==> config.mk <==
export PLATFORM = sky130hd
export DESIGN_NAME = top_level2
export DESIGN_NICKNAME = d
export VERILOG_FILES = /design/src/rtl/top_level2.sv
export SDC_FILE = /design/constraint.sdc
export NUM_CORES = 1
export LEC_CHECK = 0
export ABC_AREA = 0
export BUFFER_PORTS_ARGS = -buffer_cell sky130_fd_sc_hd__buf_4
export CAP_MARGIN = 20
export CORE_MARGIN = 3
export CORE_UTILIZATION = 30
export CTS_BUF_LIST = sky130_fd_sc_hd__clkbuf_4
export DETAILED_ROUTE_END_ITERATION = 8
export HOLD_SLACK_MARGIN = 0.08
export REMOVE_ABC_BUFFERS = 1
export SETUP_SLACK_MARGIN = 0.05
export SYNTH_ARGS = -nofsm -noshare
export SYNTH_HDL_FRONTEND = slang
export SYNTH_SLANG_ARGS = --single-unit
==> constraint.sdc <==
create_clock -name clk -period 10.4 [get_ports clk]
set_input_delay 1.56 -clock clk [delete_from_list [all_inputs] [get_ports clk]]
set_output_delay 1.56 -clock clk [all_outputs]
set_load 0.05 [all_outputs]
==> src/rtl/top_level2.sv <==
// top_level2: two-cycle accumulator CPU with a fixed 16x8 ROM program and 16x8 data RAM.
// Define TOP_LEVEL2_MUL_EN to implement opcode E as a 4x4 multiply; otherwise it is a NOP.
module top_level2 (
   input  logic       clk,
   input  logic       reset,
   input  logic       enable,
   output logic [3:0] pc,
   output logic [7:0] acc,
   output logic [7:0] out_port,
   output logic       out_valid,
   output logic       zero,
   output logic       carry,
   output logic       halted
);

   typedef enum logic [1:0] {StFetch, StExec, StHalt} state_e;

   state_e     state, state_d;
   logic [7:0] ir, ir_d;
   logic [7:0] ram [16];
   logic [3:0] pc_d;
   logic [7:0] acc_d, out_port_d;
   logic       out_valid_d, zero_d, carry_d, halted_d;
   logic       ram_we, upd_z;
   logic [7:0] rom_data;
   logic [3:0] n;
   logic [7:0] operand;
   logic [8:0] wide;

   assign n       = ir[3:0];
   assign operand = ram[n];

   always_comb begin
      case (pc)
         4'd0:    rom_data = 8'h15;
         4'd1:    rom_data = 8'h30;
         4'd2:    rom_data = 8'h13;
         4'd3:    rom_data = 8'h40;
         4'd4:    rom_data = 8'hD0;
         4'd5:    rom_data = 8'h50;
         4'd6:    rom_data = 8'hE0;
         4'd7:    rom_data = 8'hD0;
         4'd8:    rom_data = 8'hF0;
         default: rom_data = 8'h00;
      endcase
   end

   always_comb begin
      state_d     = state;
      pc_d        = pc;
      ir_d        = ir;
      acc_d       = acc;
      zero_d      = zero;
      carry_d     = carry;
      out_port_d  = out_port;
      out_valid_d = 1'b0;
      halted_d    = halted;
      ram_we      = 1'b0;
      upd_z       = 1'b0;
      wide        = 9'h000;
      if (enable) begin
         case (state)
            StFetch: begin
               ir_d    = rom_data;
               pc_d    = pc + 4'd1;
               state_d = StExec;
            end
            StExec: begin
               state_d = StFetch;
               case (ir[7:4])
                  4'h1: begin acc_d = {4'h0, n}; upd_z = 1'b1; end
                  4'h2: begin acc_d = operand; upd_z = 1'b1; end
                  4'h3: ram_we = 1'b1;
                  4'h4: begin
                     wide    = {1'b0, acc} + {1'b0, operand};
                     acc_d   = wide[7:0];
                     carry_d = wide[8];
                     upd_z   = 1'b1;
                  end
                  4'h5: begin
                     // bit 8 of the 9-bit difference is the borrow
                     wide    = {1'b0, acc} - {1'b0, operand};
                     acc_d   = wide[7:0];
                     carry_d = wide[8];
                     upd_z   = 1'b1;
                  end
                  4'h6: begin acc_d = acc & operand; upd_z = 1'b1; end
                  4'h7: begin acc_d = acc | operand; upd_z = 1'b1; end
                  4'h8: begin acc_d = acc ^ operand; upd_z = 1'b1; end
                  4'h9: begin acc_d = ~acc; upd_z = 1'b1; end
                  4'hA: begin
                     carry_d = acc[7];
                     acc_d   = {acc[6:0], 1'b0};
                     upd_z   = 1'b1;
                  end
                  4'hB: pc_d = n;
                  4'hC: if (zero) pc_d = n;
                  4'hD: begin out_port_d = acc; out_valid_d = 1'b1; end
`ifdef TOP_LEVEL2_MUL_EN
                  4'hE: begin
                     acc_d   = {4'h0, acc[3:0]} * {4'h0, operand[3:0]};
                     carry_d = 1'b0;
                     upd_z   = 1'b1;
                  end
`endif
                  4'hF: begin state_d = StHalt; halted_d = 1'b1; end
                  default: ;
               endcase
               if (upd_z) zero_d = (acc_d == 8'h00);
            end
            StHalt:  ;
            default: state_d = StFetch;
         endcase
      end
   end

   always_ff @(posedge clk or posedge reset) begin
      if (reset) begin
         state     <= StFetch;
         pc        <= 4'h0;
         ir        <= 8'h00;
         acc       <= 8'h00;
         zero      <= 1'b0;
         carry     <= 1'b0;
         out_port  <= 8'h00;
         out_valid <= 1'b0;
         halted    <= 1'b0;
         for (int i = 0; i < 16; i++) ram[i] <= 8'h00;
      end else begin
         state     <= state_d;
         pc        <= pc_d;
         ir        <= ir_d;
         acc       <= acc_d;
         zero      <= zero_d;
         carry     <= carry_d;
         out_port  <= out_port_d;
         out_valid <= out_valid_d;
         halted    <= halted_d;
         if (ram_we) ram[n] <= acc;
      end
   end

endmodule

==> impl_metrics.tcl <==
set metrics [dict create \
    fin_skew_ns 0.0183 \
    use_met1_pct 21.8 \
    intPower_uw 1030 \
    required_ns 10.79 \
    wl_microns 15800 \
    row_count 50 \
    clk_pin_slew_ns 0.16 \
    htreeDepth 3 \
    critPathCaptureType "register" \
    io_buffers 26 \
    synth_top_area_share_pct 40.9 \
    fin_nets 632 \
    grt_max_degree 59 \
    path_cells "mux4_1 > o21ai_1 > ha_1 > a211oi_1 > o21ai_0 > a221o_1 > a221o_1 > a21boi_0 > a22oi_1 > o41ai_2" \
    grt_pass1_vias 4447 \
    ios 27 \
    combPwrFrac_pct 58.4 \
    synth_top_area_cell "dfrtp_1" \
    cp-start-kind "register" \
    dieHeight_microns 147 \
    slew_headroom_pct 31.9 \
    start_util_pct 31.1 \
    layout_setup_ws_ns 6.12 \
    cp.arrival_ns 4.67 \
    slew_viol_final 0 \
    grt-ovfl-total 0 \
    slowest_delay_ns 0.96 \
    yosys_warnings 0 \
    netlist_instances 584 \
    holdPathStages 2 \
    power_density_nw_per_um2 327 \
    yosys_most_used_dff "dfrtp_1" \
    drive_above_1_share_pct 20.9 \
    grt-busiest-layer "met1" \
    first_iter_violations 459 \
    cts_buffers 9 \
    p_sw_share_pct 51.2 \
    syn_area_sq_um 5940 \
    postSynth.asyncResetShare_pct 100 \
    min_period_ns 4.28 \
    ys_types 72 \
    wire_per_inst_microns 18.4 \
    reg2reg_depth 10 \
    setup_violations 0 \
    gr-usage-met2_pct 21.6 \
    peakVddDrop_v 0.000152 \
    synth.area.top_cells "dfrtp_1, mux2_2, ha_1" \
    worst_path_most_repeated_cell "a221o_1" \
    placed_area_sq_um 6330 \
    register_area_sq_um 2430 \
    area_delta_synth_final_pct 9.08 \
    slowest_stage "dfrtp_1" \
    critical_path_class "reg2reg" \
    synth-seq-area-share_pct 40.9 \
    worstPathMaxFanout 23 \
    rr_endpoint "zero$_DFFE_PP0P_" \
    chipWidth_microns 147 \
    clock.fmax_mhz 234 \
    dp_hpwl_microns 11000 \
    hold_end "ram[71]$_DFFE_PP0P_" \
    cts_tree "yes" \
    grt_pass1_wl_microns 25800 \
    cts_setup_buffers 0 \
    maxCapViolCount 0 \
    reg2reg_slack_ns 6.12 \
    avgSynthCellArea_sq_um 10.2 \
    postCtsHoldBufs 0 \
    worst_pin_slew_ns 1.02 \
    clock_latency_ns 0.48 \
    fin_area_sq_um 6480 \
    clkPwrFrac_pct 10.2 \
    status "completed" \
    antenna_found_initial 1 \
    die_area_sq_um 21500 \
    seq_power_share_pct 31.4 \
    met3_usage_pct 4.41 \
    dr.pass1.iters 5 \
    fin_setup_tns_ns 0 \
    synth_edf_count 0 \
    grt_usage_pct 15.1 \
    final_antenna_net_count 0 \
    finalCritPeriodShare_pct 41.1 \
    clock_path_buffers 2 \
    multi_input_area_sq_um 3200 \
    p_leak_uw 0.00283 \
    regToRegStartpoint "ir[2]$_DFFE_PP0P_" \
    place_ws_ns 6.16 \
    ctsResizeCount 0 \
    root_buffer "clkbuf_4" \
    cts_sinks 97 \
    core_sq_um 19100 \
    hold_viol_final 0 \
    min_path_type "reg2reg" \
    vias 4498 \
    place.gp.congestion 0.929 \
    drc 0 \
    fillers 1935 \
    synth-seq-cells 97 \
    vias_per_cell 5.24 \
    rsz0062_at_grt "false" \
    power.switching_uw 1080 \
    hp-start "ram[71]$_DFFE_PP0P_" \
]
how the worst max path moves through the flow:
stage	startpoint	endpoint	slack (ns)	cells past startpoint
2_1_floorplan	reset	acc[0]$_DFFE_PP0P_	6.31	1
4_1_cts	ir[2]$_DFFE_PP0P_	zero$_DFFE_PP0P_	6.14	10
6_report	ir[2]$_DFFE_PP0P_	zero$_DFFE_PP0P_	6.12	10
3_5_place_dp	ir[2]$_DFFE_PP0P_	zero$_DFFE_PP0P_	6.16	10
5_1_grt	ir[0]$_DFFE_PP0P_	zero$_DFFE_PP0P_	5.79	11
3_3_place_gp	ir[0]$_DFFE_PP0P_	zero$_DFFE_PP0P_	6.34	13
cell families (layout without fill, tap and decap cells):
kind of cell    Yosys count  count (layout)  share of synthesized area [%]
flops                    97              97                           40.9
mux                      81              81                           16.6
compound gates          147             147                           15.8
fa+ha+maj                36              36                           7.84
simple gates            152             152                           13.3
xor+xnor                  2               2                          0.295
other cells               0               1                              0
buf+inv                  69              83                           5.27
area by class of cell:
type                    count  area share, %
multi-input cells         418           49.4
flip-flops and latches     97           37.5
well taps                 260           5.02
repair buffers             34           3.94
inverters                  33           1.95
clock inverters             7           1.16
clock buffers               9           1.04
diodes                      1         0.0386
Yosys cell counts, drive strengths merged, types with 17 or more instances:
cell,n
a21oi,21
buf,18
clkbuf,18
dfrtp,97
ha,34
inv,33
mux2,55
mux2i,18
nand2,60
nor2,26
nor3,17
o21ai,66
routing by layer:
metal	wire length [microns]	up-vias
met5	0	-
met4	366	0
met3	989	34
met2	6700	173
met1	7780	2160
li1	-	2131
power groups by stage:
stage,clock (uW),sequential [uW],combinational [uW]
final,216,665,1240
after global routing,242,688,1350
after CTS,227,665,1220
after detailed placement,0,672,1210
after global placement,0,672,1220
after floorplan,0,761,745
stage by stage:
step	std cells	total power [uW]	hold WS (ns)	utilization (%)
floorplan	548	1510	0.442	-
CTS	858	2110	0.502	33.9
global route	859	2280	0.519	34.0
detailed placement	842	1880	0.457	33.2
global placement	842	1890	0.457	33.2
finish	859	2120	0.496	34.0
cells in the final DEF (no fill, tap or decap), types with 4 or more instances in the layout:
cell and instances:
nor2_1 23, nor3_1 15, o21ai_0 63, dfrtp_1 97
nor2b_1 6, o2bb2ai_1 4, buf_4 34, clkbuf_4 9
o221ai_1 9, a211oi_1 7, mux4_2 7, inv_1 31
a22oi_1 4, nand3_1 7, mux2_2 52, ha_1 34
nand2_1 60, o22ai_1 6, mux2i_1 18, a21oi_1 21
a221o_1 4, nand2b_1 9
critical path, delay by kind of cell (launching register included):
| family | cells | cell delay (ns) |
|---|---|---|
| fa+ha+maj | 1 | 0.39 |
| mux | 1 | 0.40 |
| flops | 1 | 0.96 |
| compound gates | 8 | 2.44 |
state kept, by name, summed over array words and instances (netlist names):
register and flops:
carry 1, halted 1, ir 7, zero 1, out_valid 1, out_port 8
ram 64, pc 4, state 2, acc 8
No activity file was read; power rests on OpenSTA's default activity.
